==> src/rtl/vote_tally.sv <==
// vote_tally: per-candidate saturating vote tally with lock-out, ambiguity rejection and winner scan.
module vote_tally #(
  parameter int NUM_CAND    = 4,
  parameter int CNT_W       = 8,
  parameter int LOCK_CYCLES = 4
) (
  input  logic                        clk,
  input  logic                        rst,
  input  logic                        mode,
  input  logic [NUM_CAND-1:0]         validvote,
  input  logic [$clog2(NUM_CAND)-1:0] sel,
  output logic [CNT_W-1:0]            count_out,
  output logic                        vote_ack,
  output logic                        vote_reject,
  output logic [$clog2(NUM_CAND)-1:0] winner,
  output logic                        tie,
  output logic                        winner_valid
);
  localparam int SW = $clog2(NUM_CAND);
  localparam int LW = $clog2(LOCK_CYCLES + 1);
  typedef enum logic [1:0] {VOTE, LOCK, SCAN, RESULT} state_t;
  state_t            state_q, state_d;
  logic [CNT_W-1:0]  tally_q [NUM_CAND];
  logic [CNT_W-1:0]  tally_d [NUM_CAND];
  logic [LW-1:0]     lock_q, lock_d;
  logic [SW-1:0]     idx_q, idx_d, bidx_q, bidx_d, winner_q, winner_d, vidx;
  logic [CNT_W-1:0]  best_q, best_d, count_q, count_d;
  logic              trun_q, trun_d, tie_q, tie_d, wv_q, wv_d, ack_q, ack_d, rej_q, rej_d;
  logic              any, multi;
  assign any   = |validvote;
  assign multi = (validvote & (validvote - NUM_CAND'(1))) != '0;
  always_comb begin
    vidx = '0;
    for (int k = 0; k < NUM_CAND; k++)
      if (validvote[k]) vidx = SW'(k);
  end
  always_comb begin
    state_d  = state_q;
    tally_d  = tally_q;
    lock_d   = lock_q;
    idx_d    = idx_q;
    best_d   = best_q;
    bidx_d   = bidx_q;
    trun_d   = trun_q;
    winner_d = winner_q;
    tie_d    = tie_q;
    wv_d     = wv_q;
    ack_d    = 1'b0;
    rej_d    = 1'b0;
    count_d  = (int'(sel) < NUM_CAND) ? tally_q[sel] : '0;
    case (state_q)
      VOTE: begin
        if (any && !multi) begin
          tally_d[vidx] = (&tally_q[vidx]) ? tally_q[vidx] : tally_q[vidx] + CNT_W'(1);
          ack_d   = 1'b1;
          state_d = LOCK;
          lock_d  = LW'(LOCK_CYCLES);
        end else if (multi) begin
          rej_d = 1'b1;
        end else if (mode) begin
          state_d = SCAN;
          idx_d   = '0;
        end
      end
      LOCK: begin
        rej_d  = any;
        lock_d = lock_q - LW'(1);
        // window length is fixed; mode only chooses where to go afterwards
        if (lock_q == LW'(1)) begin
          state_d = mode ? SCAN : VOTE;
          idx_d   = '0;
        end
      end
      SCAN: begin
        rej_d = any;
        if (!mode) begin
          state_d = VOTE;
        end else begin
          if (idx_q == '0) begin
            best_d = tally_q[0];
            bidx_d = '0;
            trun_d = 1'b0;
          end else if (tally_q[idx_q] > best_q) begin
            best_d = tally_q[idx_q];
            bidx_d = idx_q;
            trun_d = 1'b0;
          end else if (tally_q[idx_q] == best_q) begin
            trun_d = 1'b1;
          end
          if (idx_q == SW'(NUM_CAND - 1)) begin
            winner_d = bidx_d;
            tie_d    = trun_d;
            wv_d     = 1'b1;
            state_d  = RESULT;
          end else begin
            idx_d = idx_q + SW'(1);
          end
        end
      end
      RESULT: begin
        rej_d = any;
        if (!mode) begin
          state_d = VOTE;
          wv_d    = 1'b0;
        end
      end
      default: state_d = VOTE;
    endcase
  end
  always_ff @(posedge clk or posedge rst) begin
    if (rst) begin
      state_q  <= VOTE;
      for (int k = 0; k < NUM_CAND; k++) tally_q[k] <= '0;
      lock_q   <= '0;
      idx_q    <= '0;
      best_q   <= '0;
      bidx_q   <= '0;
      trun_q   <= 1'b0;
      winner_q <= '0;
      tie_q    <= 1'b0;
      wv_q     <= 1'b0;
      ack_q    <= 1'b0;
      rej_q    <= 1'b0;
      count_q  <= '0;
    end else begin
      state_q  <= state_d;
      tally_q  <= tally_d;
      lock_q   <= lock_d;
      idx_q    <= idx_d;
      best_q   <= best_d;
      bidx_q   <= bidx_d;
      trun_q   <= trun_d;
      winner_q <= winner_d;
      tie_q    <= tie_d;
      wv_q     <= wv_d;
      ack_q    <= ack_d;
      rej_q    <= rej_d;
      count_q  <= count_d;
    end
  end
  assign count_out    = count_q;
  assign vote_ack     = ack_q;
  assign vote_reject  = rej_q;
  assign winner       = winner_q;
  assign tie          = tie_q;
  assign winner_valid = wv_q;
endmodule

==> config.mk <==
export PLATFORM = sky130hd
export DESIGN_NAME = vote_tally
export DESIGN_NICKNAME = d
export VERILOG_FILES = /design/src/rtl/vote_tally.sv
export SDC_FILE = /design/constraint.sdc
export NUM_CORES = 1
export LEC_CHECK = 0
export CAP_MARGIN = 20
export CORE_ASPECT_RATIO = 0.75
export CORE_MARGIN = 1.5
export CORE_UTILIZATION = 63
export CTS_CLUSTER_SIZE = 16
export DETAILED_ROUTE_END_ITERATION = 8
export GPL_TIMING_DRIVEN = 0
export PLACE_DENSITY = 0.86
export SKIP_CTS_REPAIR_TIMING = 1
export SLEW_MARGIN = 0
export SYNTH_ARGS = -nofsm -noshare
export SYNTH_HDL_FRONTEND = slang
export SYNTH_SLANG_ARGS = --single-unit
export TNS_END_PERCENT = 10
==> constraint.sdc <==
create_clock -name clk -period 6.75 [get_ports clk]
set_input_delay 2.025 -clock clk [delete_from_list [all_inputs] [get_ports clk]]
set_output_delay 2.025 -clock clk [all_outputs]
set_load 0.1 [all_outputs]
==> impl_metrics.json, run 1 <==
{
  "status": "finished, final reports clean",
  "grt_pass1_vias": 2686,
  "leakage_nw": 1.97,
  "avgViaCountPerCell": 6.32,
  "fmax_mhz": 227,
  "yosysSeqAreaShare": 0.430,
  "power.density_nw_per_um2": 376,
  "syn_to_final_growth_pct": 12.7,
  "wl_per_cell_um": 18.8,
  "pre_cts_ws_ns": 2.04,
  "synth_fp_nets": 343,
  "start_util": 0.646,
  "synth_ff_type": "dfrtp_1",
  "fin_ws_ns": 2.34,
  "finClkSkew_ns": 0.00666,
  "min_period_over_period": 0.653,
  "ys_ff_latch": 64,
  "rows": 24,
  "cts_tree": "done",
  "syn_area_per_cell_um2": 11.6,
  "diodes": 0,
  "internal_power_uw": 938,
  "total_power_mw": 1.58,
  "tightest_slew_ns": 0.968,
  "cp-end-kind": "flip-flop",
  "drt-initial-drc-count": 257,
  "track_usage": 0.279,
  "p_comb_frac": 0.422,
  "gp_congestion": 0.869,
  "dp_hpwl_um": 5820,
  "cts.sinks": 64,
  "synth_edf_count": 0,
  "holdCritPathClass": "reg -> reg",
  "cts_buffers": 9,
  "p_seq_frac": 0.376,
  "finalSetupTns_ns": 0,
  "core_um2": 5770,
  "crit_chain": "clkdlybuf4s50_1 > buf_4 > nor3b_1 > a221oi_2 > ha_1 > and3_1 > nand3_2 > mux2_4 > mux2_2",
  "synthDistinctLibCells": 49,
  "yosys_warnings": 0,
  "postRouteAntennaNets": 0,
  "netlist_instances": 321,
  "die_area_um2": 6390,
  "final_util": 0.729,
  "cts.clk_slew.worst_paths_ns": 0.07,
  "ctsHtreeMaxLevel": 3,
  "io_pins": 23,
  "cap_violations": 0,
  "async_flop_share": 1.00,
  "dr_total_vias": 2731,
  "grt_max_degree": 41,
  "slew_viol_final": 0,
  "synth.most_common_cell": "dfrtp_1",
  "dr.pass1.iters": 5,
  "cp_top_family": "buffers and inverters",
  "yosysTopAreaCell": "dfrtp_1",
  "setup_viol": 0,
  "grt_pass1_wl_um": 13300,
  "synth.area.top_cells": "dfrtp_1 43%, mux4_2 9.7%, mux2_2 8.2%",
  "slew-limit-headroom": 0.353,
  "cp_max_fo": 10,
  "clockPowerShare": 0.202,
  "arrival_ns": 4.63,
  "die_height_um": 69.6,
  "drcViolationCount": 0,
  "hold_ws_ns": 0.489,
  "yosysTopAreaCellShare": 0.430,
  "p_switching_uw": 642,
  "final_nets": 372,
  "p_sw_frac": 0.406,
  "antenna_found_initial": 0,
  "port_buffers": 17,
  "ir_worst_vdd_v": 0.000210,
  "root_buffer": "clkbuf_8",
  "crit_required_ns": 6.98,
  "grt-ovfl-total": 0,
  "slowest_delay_ns": 0.65,
  "cp_num_buf_inv": 2,
  "hold_viol_final": 0,
  "die_w_um": 91.8,
  "clockBufferDepth": 2,
  "netlist_top_cells_count": "64 x dfrtp_1, 27 x mux2_2, 27 x mux2i_1, 27 x nand2_1, 22 x inv_1",
  "critPathKind": "in -> reg",
  "clk_latency_ns": 0.34,
  "drive_gt1_frac": 0.226,
  "period_minus_slack_ns": 4.41,
  "slowest_stage": "clkdlybuf4s50_1",
  "syn_area_um2": 3730,
  "wl_um": 8120,
  "start_kind": "input pin",
  "rsz0062_at_grt": "false"
}
==> cell usage in the layout (no fill, tap or decap), drive strengths merged, types with 6 or more instances in the layout <==
cell	count
dfrtp	64
mux2i	27
nor2b	6
a21oi	10
inv	22
a21o	7
nor2	9
clkdlybuf4s50	17
o21ai	19
buf	9
mux4	16
a31oi	7
nand2	27
clkbuf	17
ha	13
nand3	7
mux2	28
==> worst register-to-register path, delay by kind of cell, from the launching register on <==
family	cells	cell delay, ns
AOI/OAI and AO/OA	4	1.02
muxes	2	1.01
buffers and inverters	2	0.84
DFF	1	0.54
adders and majority gates	1	0.33
and+or+nand+nor	1	0.09
==> sequential cells by signal (all words and copies together) (netlist names) <==
name          flops
trun_q            1
state_q           2
lock_q            3
tie               1
vote_reject       1
idx_q             2
count_out         8
best_q            8
winner_valid      1
tally_q          32
winner            2
vote_ack          1
bidx_q            2
==> per-layer routing <==
metal  share of wire  GRT usage  vias to the layer above
li1                -          -                     1249
met1            0.44      0.382                     1356
met2            0.47      0.422                      106
met3           0.074     0.0877                       20
met4           0.016      0.103                        0
met5               0          0                        -
==> metrics by stage <==
stage | cells | cell area [µm²]
2_1_floorplan | 321 | 3730
3_3_place_gp | 416 | 3990
3_5_place_dp | 417 | 4010
4_1_cts | 432 | 4200
5_1_grt | 432 | 4200
6_report | 432 | 4200
==> cells by family after synthesis <==
| group | Yosys count | synth area share |
|---|---|---|
| compound gates | 65 | 0.131 |
| xor+xnor | 2 | 0.00470 |
| fa+ha+maj | 13 | 0.0437 |
| buf+inv | 37 | 0.0447 |
| flops | 64 | 0.430 |
| mux | 71 | 0.255 |
| simple gates | 69 | 0.0917 |
==> power by group through the flow <==
stage	Sequential, mW	Combinational (mW)	Clock [mW]
floorplan	0.691	0.402	0
global placement	0.586	0.640	0
detailed placement	0.597	0.660	0
CTS	0.591	0.665	0.326
global route	0.608	0.724	0.341
finish	0.595	0.667	0.319
==> layout make-up <==
cell class | instances | area (µm²)
clock buffer | 11 | 141
sequential | 64 | 1600
inverter | 23 | 86.3
clock inverter | 4 | 45.0
tap | 78 | 97.6
fill | 397 | 1570
multi-input combinational | 220 | 1960
timing repair buffer | 18 | 190
buffer | 14 | 80.1
==> path summary, 6_finish.rpt <==
check,cells after the start,from,slack (ns),end
worst max-delay path,9,validvote[3],2.34,tally_q[9]
worst min-delay path,2,winner[0],0.49,winner[0]
worst max register to register,10,idx_q[0],2.83,best_q[0]
max in group asynchronous,3,rst,3.94,tally_q[18]
min in group asynchronous,2,rst,2.18,winner[1]
worst min register to register,2,winner[0],0.49,winner[0]
Note: power is estimated with default switching activity, not from simulation.
==> inputs of run 2 (changes only) <==
Settings changed: CORE_UTILIZATION 63 to 60, PLACE_DENSITY 0.86 to 0.82.
Clock period 6.75 ns to 4.19 ns, I/O delays scaled along.
==> run 2 against run 1 <==
  * Non-clock buffer count unchanged
  * Utilization down 1.8 points
  * Global-route usage up 0.094 points
  * First-iteration DRC count up 12%
  * Via count about the same
  * Combinational power up 63%
  * Sequential share of layout area about the same
  * Worst setup slack worse by 2.0 ns
  * Die area up 4.8%
  * Sequential power up 61%
  * Total power up 63%
==> impl_metrics.json, run 2 (synthesis results as in run 1) <==
{
  "status": "finished, final reports clean",
  "finClkSkew_ns": 0.00972,
  "die_height_um": 71.2,
  "dr_total_vias": 2732,
  "die_w_um": 94.0,
  "placed_area_um2": 4010,
  "top_register": "tally_q",
  "crit_required_ns": 4.43,
  "final_nets": 372,
  "die_area_um2": 6700,
  "cts.sinks": 64,
  "ir_worst_vdd_v": 0.000320,
  "p_switching_mw": 1.06,
  "post-route-cell-area_um2": 4200,
  "gp_congestion": 0.881,
  "rsz0062_at_grt": "false",
  "final_cell_mix": "64 x dfrtp_1, 27 x mux2i_1, 27 x nand2_1, 27 x mux2_2, 21 x inv_1",
  "grt-ovfl-total": 0,
  "drive_gt1_frac": 0.223,
  "holdCritPathClass": "reg -> reg",
  "cts_buffers": 9,
  "root_buffer": "clkbuf_8",
  "track_usage": 0.280,
  "cp-startpoint": "idx_q[0]",
  "ctsHtreeMaxLevel": 3,
  "largest_reg_flops": 32,
  "register_area_um2": 1600,
  "cap_violations": 0,
  "clockBufferDepth": 2,
  "wl_um": 8270,
  "multi_input_area_um2": 1960,
  "syn_to_final_growth_pct": 12.8,
  "p_sw_frac": 0.411,
  "critPathKind": "reg -> reg",
  "hp-start": "tie",
  "drt-initial-drc-count": 287,
  "cp_max_fo": 10,
  "grt_max_degree": 37,
  "leakage_nw": 1.96,
  "arrival_ns": 4.13,
  "start_util": 0.630,
  "dp_hpwl_um": 5870,
  "grt_pass1_vias": 2685,
  "postRouteAntennaNets": 0,
  "p_comb_frac": 0.424,
  "clk_latency_ns": 0.35,
  "period_minus_slack_ns": 3.89,
  "power.density_nw_per_um2": 612,
  "port_buffers": 17,
  "reg2reg_from": "idx_q[0]",
  "finalSetupTns_ns": 0,
  "avgViaCountPerCell": 6.32,
  "io_pins": 23,
  "start_kind": "flip-flop",
  "grt_pass1_wl_um": 13900,
  "reg2reg_setup_slack_ns": 0.30,
  "cts_tree": "done",
  "slew-limit-headroom": 0.332,
  "hold_viol_final": 0,
  "fmax_mhz": 257,
  "rows": 24,
  "wl_per_cell_um": 19.1,
  "drcViolationCount": 0,
  "p_seq_frac": 0.372,
  "n_fill_cell": 405,
  "diodes": 0,
  "antenna_found_initial": 0,
  "tightest_slew_ns": 0.999,
  "setup_viol": 0,
  "total_power_mw": 2.57,
  "cts.clk_slew.worst_paths_ns": 0.07,
  "final_util": 0.710,
  "cp-end-kind": "flip-flop",
  "min_period_over_period": 0.927,
  "clockPowerShare": 0.204,
  "slew_viol_final": 0,
  "dr.pass1.iters": 4,
  "mostFrequentLayoutCell": "dfrtp_1",
  "internal_power_mw": 1.52,
  "core_um2": 5920
}
[run 2: changes by cell type in the layout (fill, tap and decap cells not counted), sizes merged]
cell / change
clkbuf: +1
clkinv: -2
clkinvlp: +1
[run 2: worst paths after layout]
path / end / cells past startpoint
max: best_q[0] / 10
min: tie / 2
max reg2reg: best_q[0] / 10
min reg2reg: tie / 2
max in group asynchronous: tally_q[22] / 3
min in group asynchronous: trun_q / 2
[run 2: worst max-delay path, stage by stage (launching register included)]
cell	delay, ns
dfrtp_1	0.54
clkbuf_1	0.55
mux4_2	0.65
ha_1	0.33
a21o_1	0.19
a21oi_1	0.13
nor2b_1	0.08
o31ai_2	0.47
a21o_1	0.19
buf_2	0.27
mux2_2	0.37
[run 2: through the flow]
stage	setup slack [ns]	hold WS, ns	instances
after floorplan	0.900	0.449	321
after global placement	0.251	0.465	416
after detailed placement	0.244	0.478	417
after CTS	0.293	0.494	432
after global routing	0.0668	0.505	432
final	0.305	0.484	432
[run 2: routing by layer]
metal,vias to the layer above,track usage,routed length (µm)
li1,1254,-,-
met2,90,0.422,3870
met5,-,0,0
met3,11,0.0764,575
met1,1377,0.399,3720
met4,0,0.0929,99
[run 2: power groups by stage]
stage | logic [mW] | registers, mW | clock network, mW
finish | 1.09 | 0.957 | 0.525
global placement | 1.04 | 0.946 | 0
global route | 1.19 | 0.979 | 0.562
detailed placement | 1.08 | 0.961 | 0
CTS | 1.09 | 0.952 | 0.530
floorplan | 0.647 | 1.11 | 0
[run 2: final cells by class]
type	count	area share
Timing Repair Buffer	18	0.0453
Inverter	23	0.0205
Multi-Input combinational cell	220	0.466
Clock inverter	3	0.0101
Tap cell	78	0.0232
Sequential cell	64	0.381
Buffer	14	0.0191
Clock buffer	12	0.0345
